`src/rtl/hazard_unit_id_pkg.sv`:
```
// Shared definitions for the ID-stage hazard unit: FSM encoding and default constants.
package hazard_unit_id_pkg;

    typedef enum logic [1:0] {
        ST_RUN    = 2'd0,
        ST_DRAIN  = 2'd1,
        ST_HALTED = 2'd2
    } hz_state_t;

    localparam int unsigned REG_ZERO     = 0;
    localparam int unsigned DEF_NB_DRAIN = 3;

endpackage

```
`src/rtl/hazard_unit_id_detect.sv`:
```
// Combinational hazard detector: flags hazards in ID that forwarding cannot resolve.
module hazard_detect_id
    import hazard_unit_id_pkg::*;
#(
    parameter int unsigned NB_ADDR = 5
) (
    input  logic [NB_ADDR-1:0] i_rs_id,
    input  logic [NB_ADDR-1:0] i_rt_id,
    input  logic               i_uses_rt_id,
    input  logic               i_branch_id,
    input  logic [NB_ADDR-1:0] i_rd_id_ex,
    input  logic               i_regWrite_id_ex,
    input  logic               i_memRead_id_ex,
    input  logic [NB_ADDR-1:0] i_rd_ex_m,
    input  logic               i_memRead_ex_m,
    output logic               o_stall
);

    logic match_ex;
    logic match_mem;

    // Register zero is hardwired, so a write to it never creates a dependency.
    always_comb begin
        match_ex  = (i_rd_id_ex != NB_ADDR'(REG_ZERO)) &&
                    ((i_rd_id_ex == i_rs_id) || (i_uses_rt_id && (i_rd_id_ex == i_rt_id)));
        match_mem = (i_rd_ex_m != NB_ADDR'(REG_ZERO)) &&
                    ((i_rd_ex_m == i_rs_id) || (i_uses_rt_id && (i_rd_ex_m == i_rt_id)));
    end

    always_comb begin
        o_stall = (i_memRead_id_ex && match_ex)
               || (i_branch_id && i_regWrite_id_ex && match_ex)
               || (i_branch_id && i_memRead_ex_m && match_mem);
    end

endmodule

```
`src/rtl/hazard_unit_id.sv`:
```
// ID-stage stall/flush/halt controller with pipeline drain FSM and stall-cycle counter.
module hazard_unit_id
    import hazard_unit_id_pkg::*;
#(
    parameter int unsigned NB_ADDR  = 5,
    parameter int unsigned NB_CNT   = 32,
    parameter int unsigned NB_DRAIN = DEF_NB_DRAIN
) (
    input  logic               i_clk,
    input  logic               i_rst,
    input  logic               i_enable,
    input  logic [NB_ADDR-1:0] i_rs_id,
    input  logic [NB_ADDR-1:0] i_rt_id,
    input  logic               i_uses_rt_id,
    input  logic               i_branch_id,
    input  logic               i_jump_id,
    input  logic               i_branch_taken,
    input  logic               i_halt_id,
    input  logic [NB_ADDR-1:0] i_rd_id_ex,
    input  logic               i_regWrite_id_ex,
    input  logic               i_memRead_id_ex,
    input  logic [NB_ADDR-1:0] i_rd_ex_m,
    input  logic               i_memRead_ex_m,
    output logic               o_pc_write,
    output logic               o_if_id_write,
    output logic               o_id_ex_bubble,
    output logic               o_if_id_flush,
    output logic               o_halted,
    output logic [NB_CNT-1:0]  o_stall_count
);

    localparam int unsigned NB_DC = (NB_DRAIN > 1) ? $clog2(NB_DRAIN) : 1;

    hz_state_t        state;
    logic [NB_DC-1:0] drain_cnt;
    logic             stall;

    hazard_detect_id #(
        .NB_ADDR (NB_ADDR)
    ) u_detect (
        .i_rs_id          (i_rs_id),
        .i_rt_id          (i_rt_id),
        .i_uses_rt_id     (i_uses_rt_id),
        .i_branch_id      (i_branch_id),
        .i_rd_id_ex       (i_rd_id_ex),
        .i_regWrite_id_ex (i_regWrite_id_ex),
        .i_memRead_id_ex  (i_memRead_id_ex),
        .i_rd_ex_m        (i_rd_ex_m),
        .i_memRead_ex_m   (i_memRead_ex_m),
        .o_stall          (stall)
    );

    always_ff @(posedge i_clk or posedge i_rst) begin
        if (i_rst) begin
            state         <= ST_RUN;
            drain_cnt     <= '0;
            o_stall_count <= '0;
        end else if (i_enable) begin
            case (state)
                ST_RUN: begin
                    // Stall outranks halt so a HALT waits until its operands are clear.
                    if (stall) begin
                        if (o_stall_count != '1)
                            o_stall_count <= o_stall_count + NB_CNT'(1);
                    end else if (i_halt_id) begin
                        state     <= ST_DRAIN;
                        drain_cnt <= '0;
                    end
                end
                ST_DRAIN: begin
                    drain_cnt <= drain_cnt + NB_DC'(1);
                    if (drain_cnt == NB_DC'(NB_DRAIN - 1))
                        state <= ST_HALTED;
                end
                default: state <= ST_HALTED;
            endcase
        end
    end

    // Controls are forced low during reset even though the state is already RUN.
    always_comb begin
        o_pc_write     = 1'b0;
        o_if_id_write  = 1'b0;
        o_id_ex_bubble = 1'b0;
        o_if_id_flush  = 1'b0;
        if (!i_rst && i_enable) begin
            case (state)
                ST_RUN: begin
                    if (stall || i_halt_id) begin
                        o_id_ex_bubble = 1'b1;
                    end else begin
                        o_pc_write    = 1'b1;
                        o_if_id_write = 1'b1;
                        o_if_id_flush = i_jump_id || (i_branch_id && i_branch_taken);
                    end
                end
                ST_DRAIN: o_id_ex_bubble = 1'b1;
                default: ;
            endcase
        end
    end

    always_comb begin
        o_halted = (state == ST_HALTED);
    end

endmodule

```
`config.mk`:
```
export PLATFORM = sky130hd
export DESIGN_NAME = hazard_unit_id
export DESIGN_NICKNAME = d
export VERILOG_FILES = /design/src/rtl/hazard_unit_id_pkg.sv /design/src/rtl/hazard_unit_id_detect.sv /design/src/rtl/hazard_unit_id.sv
export SDC_FILE = /design/constraint.sdc
export NUM_CORES = 1
export LEC_CHECK = 0
export CAP_MARGIN = 25
export CORE_ASPECT_RATIO = 2
export CORE_MARGIN = 2
export CORE_UTILIZATION = 50
export DETAILED_ROUTE_END_ITERATION = 8
export PLACE_DENSITY_LB_ADDON = 0.12
export SYNTH_ARGS = -nofsm -noshare
export SYNTH_HDL_FRONTEND = slang
export SYNTH_SLANG_ARGS = --single-unit
export TNS_END_PERCENT = 100
```
`constraint.sdc`:
```
create_clock -name i_clk -period 6.3 [get_ports i_clk]
set_clock_uncertainty 0.1 [all_clocks]
set_input_delay 0.63 -clock i_clk [delete_from_list [all_inputs] [get_ports i_clk]]
set_output_delay 0.63 -clock i_clk [all_outputs]
set_load 0.01 [all_outputs]
```
==> results.yml <==
clocking:
  cts_setup_buffers: 0
  clock-sinks: 36
  path_clk_slew_ns: 0.07
  numCtsBuffers: 5
  htree_levels: 2
  cts_tree: "yes"
  clk_latency_ns: 0.30
  cts_hold_buf: 0
  cts.path.max_buffers: 2
  cts_resized: 0
  cts-root-buf: "clkbuf_8"
global_route:
  grt_pass1_vias: 1831
  grt_max_degree: 37
  grt_use_total_pct: 22.4
  antenna_found_initial: 0
  grt_pass1_wl_mm: 8.29
  grt_overflow_total: 0
synthesis:
  yosysWarnings: 0
  ys_seq_elements: 36
  yosys.area_share.simple_pct: 26.5
  postSynthAreaPerCell_um2: 9.59
  ys_types: 39
  synth.mux.area_fraction_pct: 0.529
  synthAdderAreaFrac_pct: 1.18
  synth_top_family_by_area: "simple AND/OR/NAND/NOR gates"
  syn_inst: 222
  synth-seq-area-share_pct: 42.3
  synth_compound_area_share_pct: 5.23
  syn_area_um2: 2130
  synth_xor_area_share_pct: 21.0
  synth_nets: 255
floorplanning:
  ios: 68
  die_w_um: 50.1
  fp.coreArea_um2: 4090
  initial_utilization_pct: 52.1
  rows: 33
  dieArea_um2: 4830
  die_h_um: 96.3
job:
  drv_cap: 0
finish:
  drive_above_1_share_pct: 6.87
  fillers: 300
  syn2layout_area_growth_pct: 38.0
  stdcell_count: 343
  final_nets: 323
  diodes: 0
  multi_input_area_um2: 1170
  seqCellArea_um2: 901
setup_path:
  crit_arrival_ns: 3.29
  rrSetupSlack_ns: 3.41
  cp-end-kind: "output pin"
  critPathKind: "in -> out"
  startpoint_type: "input port"
  cp_data_required_time_ns: 5.57
  r2r_start: "o_stall_count[0]"
  reg2reg_depth: 8
  path_max_fanout: 36
  r2r-end: "o_stall_count[1]"
sta:
  tightest_slew_ns: 0.651
  fin_crit_ns: 4.02
  period_share_pct: 63.7
  setup_viol: 0
  timing.setup.tns_ns: 0
  hold_viol_final: 0
  relSlewSlack_pct: 56.3
  fmax_ghz: 0.249
  rsz0062_at_grt: "no"
  slew_violations: 0
power_and_ir_drop:
  leakage_nw: 1.28
  p_per_area_nw_per_um2: 204
  ir_drop_v: 0.000153
worst_hold_path:
  hp-start: "o_stall_count[28]"
  min_to: "o_stall_count[28]"
  hold_path_class: "reg -> reg"
  hold_depth: 1
place:
  io_buffers: 67
  dp.cells: 335
  globalplace.congestion: 0.804
  place_hpwl_mm: 3.90
drt:
  vias: 1877
  drtIter0Drc: 37
  routed_via_density: 5.47
  wl_mm: 5.24
  drc: 0
  antenna_left: 0
  wl_per_cell_um: 15.3
  drt_pre_antenna_iters: 4
outcome:
  outcome: "complete, no violations"
==> power breakdown <==
part           switching [mW]  leakage, nW  internal (mW)
clock                  0.0852       0.0445         0.0889
combinational          0.0774        0.737         0.0776
sequential             0.0207        0.495          0.248
total                   0.183         1.28          0.415
==> cells in the mapped netlist, drive strengths merged <==
cell type	instances	share of area [%]
a211o	1	0.41
a211oi	1	0.35
a21oi	4	0.94
a22oi	1	0.59
a31o	1	0.41
and3	2	0.59
buf	7	2.1
clkbuf	2	0.35
dfrtp	36	42
ha	2	1.2
inv	5	0.88
mux2	1	0.53
nand2	19	3.4
nand2b	1	0.29
nand3	17	4.0
nand3b	1	0.35
nand4	11	3.5
nor2	10	1.8
nor2b	1	0.29
nor3	16	4.0
nor3b	1	0.35
nor4	16	5.0
nor4b	2	0.82
o21ai	2	0.47
o221ai	1	0.41
o22ai	2	0.59
o311a	1	0.47
o31ai	1	0.59
or2	2	0.71
or3	3	0.88
or4	1	0.53
xnor2	20	8.2
xor2	31	13
==> cell type report <==
type / count / area share (%)
clock buffer: 7 / 2.94
clock inverter: 1 / 0.256
inverter: 5 / 0.639
multi-input combinational: 172 / 39.7
sequential: 36 / 30.7
tap: 52 / 2.21
timing repair buffer: 70 / 23.6
==> how the worst max path moves through the flow <==
stage / from / to / slack [ns]
after floorplan: i_rd_ex_m[1] / o_pc_write / 3.17
after global placement: i_rd_ex_m[1] / o_if_id_flush / 2.33
after detailed placement: i_rd_ex_m[1] / o_if_id_write / 2.32
after CTS: i_rd_ex_m[1] / o_if_id_write / 2.31
after global routing: i_rd_ex_m[1] / o_pc_write / 2.16
final: i_rd_ex_m[1] / o_if_id_flush / 2.28
==> state kept, by name, summed over array words and instances, names as in the netlist <==
signal / flops
drain_cnt: 2
o_stall_count: 32
state: 2
==> layout by cell type (no fill, tap or decap), types with 2 or more instances in the layout <==
master           instances
clkdlybuf4s50_1         67
nand3_1                 17
o22ai_1                  2
xnor2_1                 20
o21ai_0                  2
clkbuf_8                 6
inv_1                    5
or3_1                    3
nand4_1                 10
nor3_1                  15
nor4_1                  15
nor4b_1                  2
buf_4                    3
nor2_1                  10
ha_1                     2
xor2_1                  31
dfrtp_1                 36
and3_1                   2
a21oi_1                  4
nand2_1                 19
==> per-stage QoR <==
| stage | hold slack [ns] | area [um^2] | power (mW) | setup WS, ns | utilization (%) |
|---|---|---|---|---|---|
| after floorplan | 0.379 | 2130 | 0.361 | 3.17 | - |
| after global placement | 0.379 | 2840 | 0.425 | 2.33 | 69.6 |
| after detailed placement | 0.389 | 2840 | 0.430 | 2.32 | 69.6 |
| after CTS | 0.400 | 2940 | 0.604 | 2.31 | 71.9 |
| after global routing | 0.418 | 2940 | 0.632 | 2.16 | 71.9 |
| final | 0.396 | 2940 | 0.598 | 2.28 | 71.9 |
==> critical path, stage by stage <==
cell	delay, ns
clkdlybuf4s50_1	0.47
or3_1	0.43
o311a_1	0.31
a22oi_2	0.14
buf_4	0.37
nand2_1	0.12
nor4_1	0.23
clkdlybuf4s50_1	0.57
==> cell families (layout without fill, tap and decap cells) <==
| family | count (synthesis) | after routing |
|---|---|---|
| flip-flops | 36 | 36 |
| AND/OR/NAND/NOR | 103 | 103 |
| buffers and inverters | 14 | 83 |
| XOR/XNOR | 51 | 51 |
| multiplexers | 1 | 1 |
| AO/OA/AOI/OAI | 15 | 15 |
| adder cells (fa/ha/maj) | 2 | 2 |
==> per-layer routing <==
metal	vias to the layer above	GRT usage [%]	part of all wire, %
met5	-	0	0
met4	0	10.2	1.6
met3	7	4.35	5.3
met2	56	41.2	56
met1	886	24.2	37
li1	928	-	-
No activity file was read; power rests on OpenSTA's default activity.
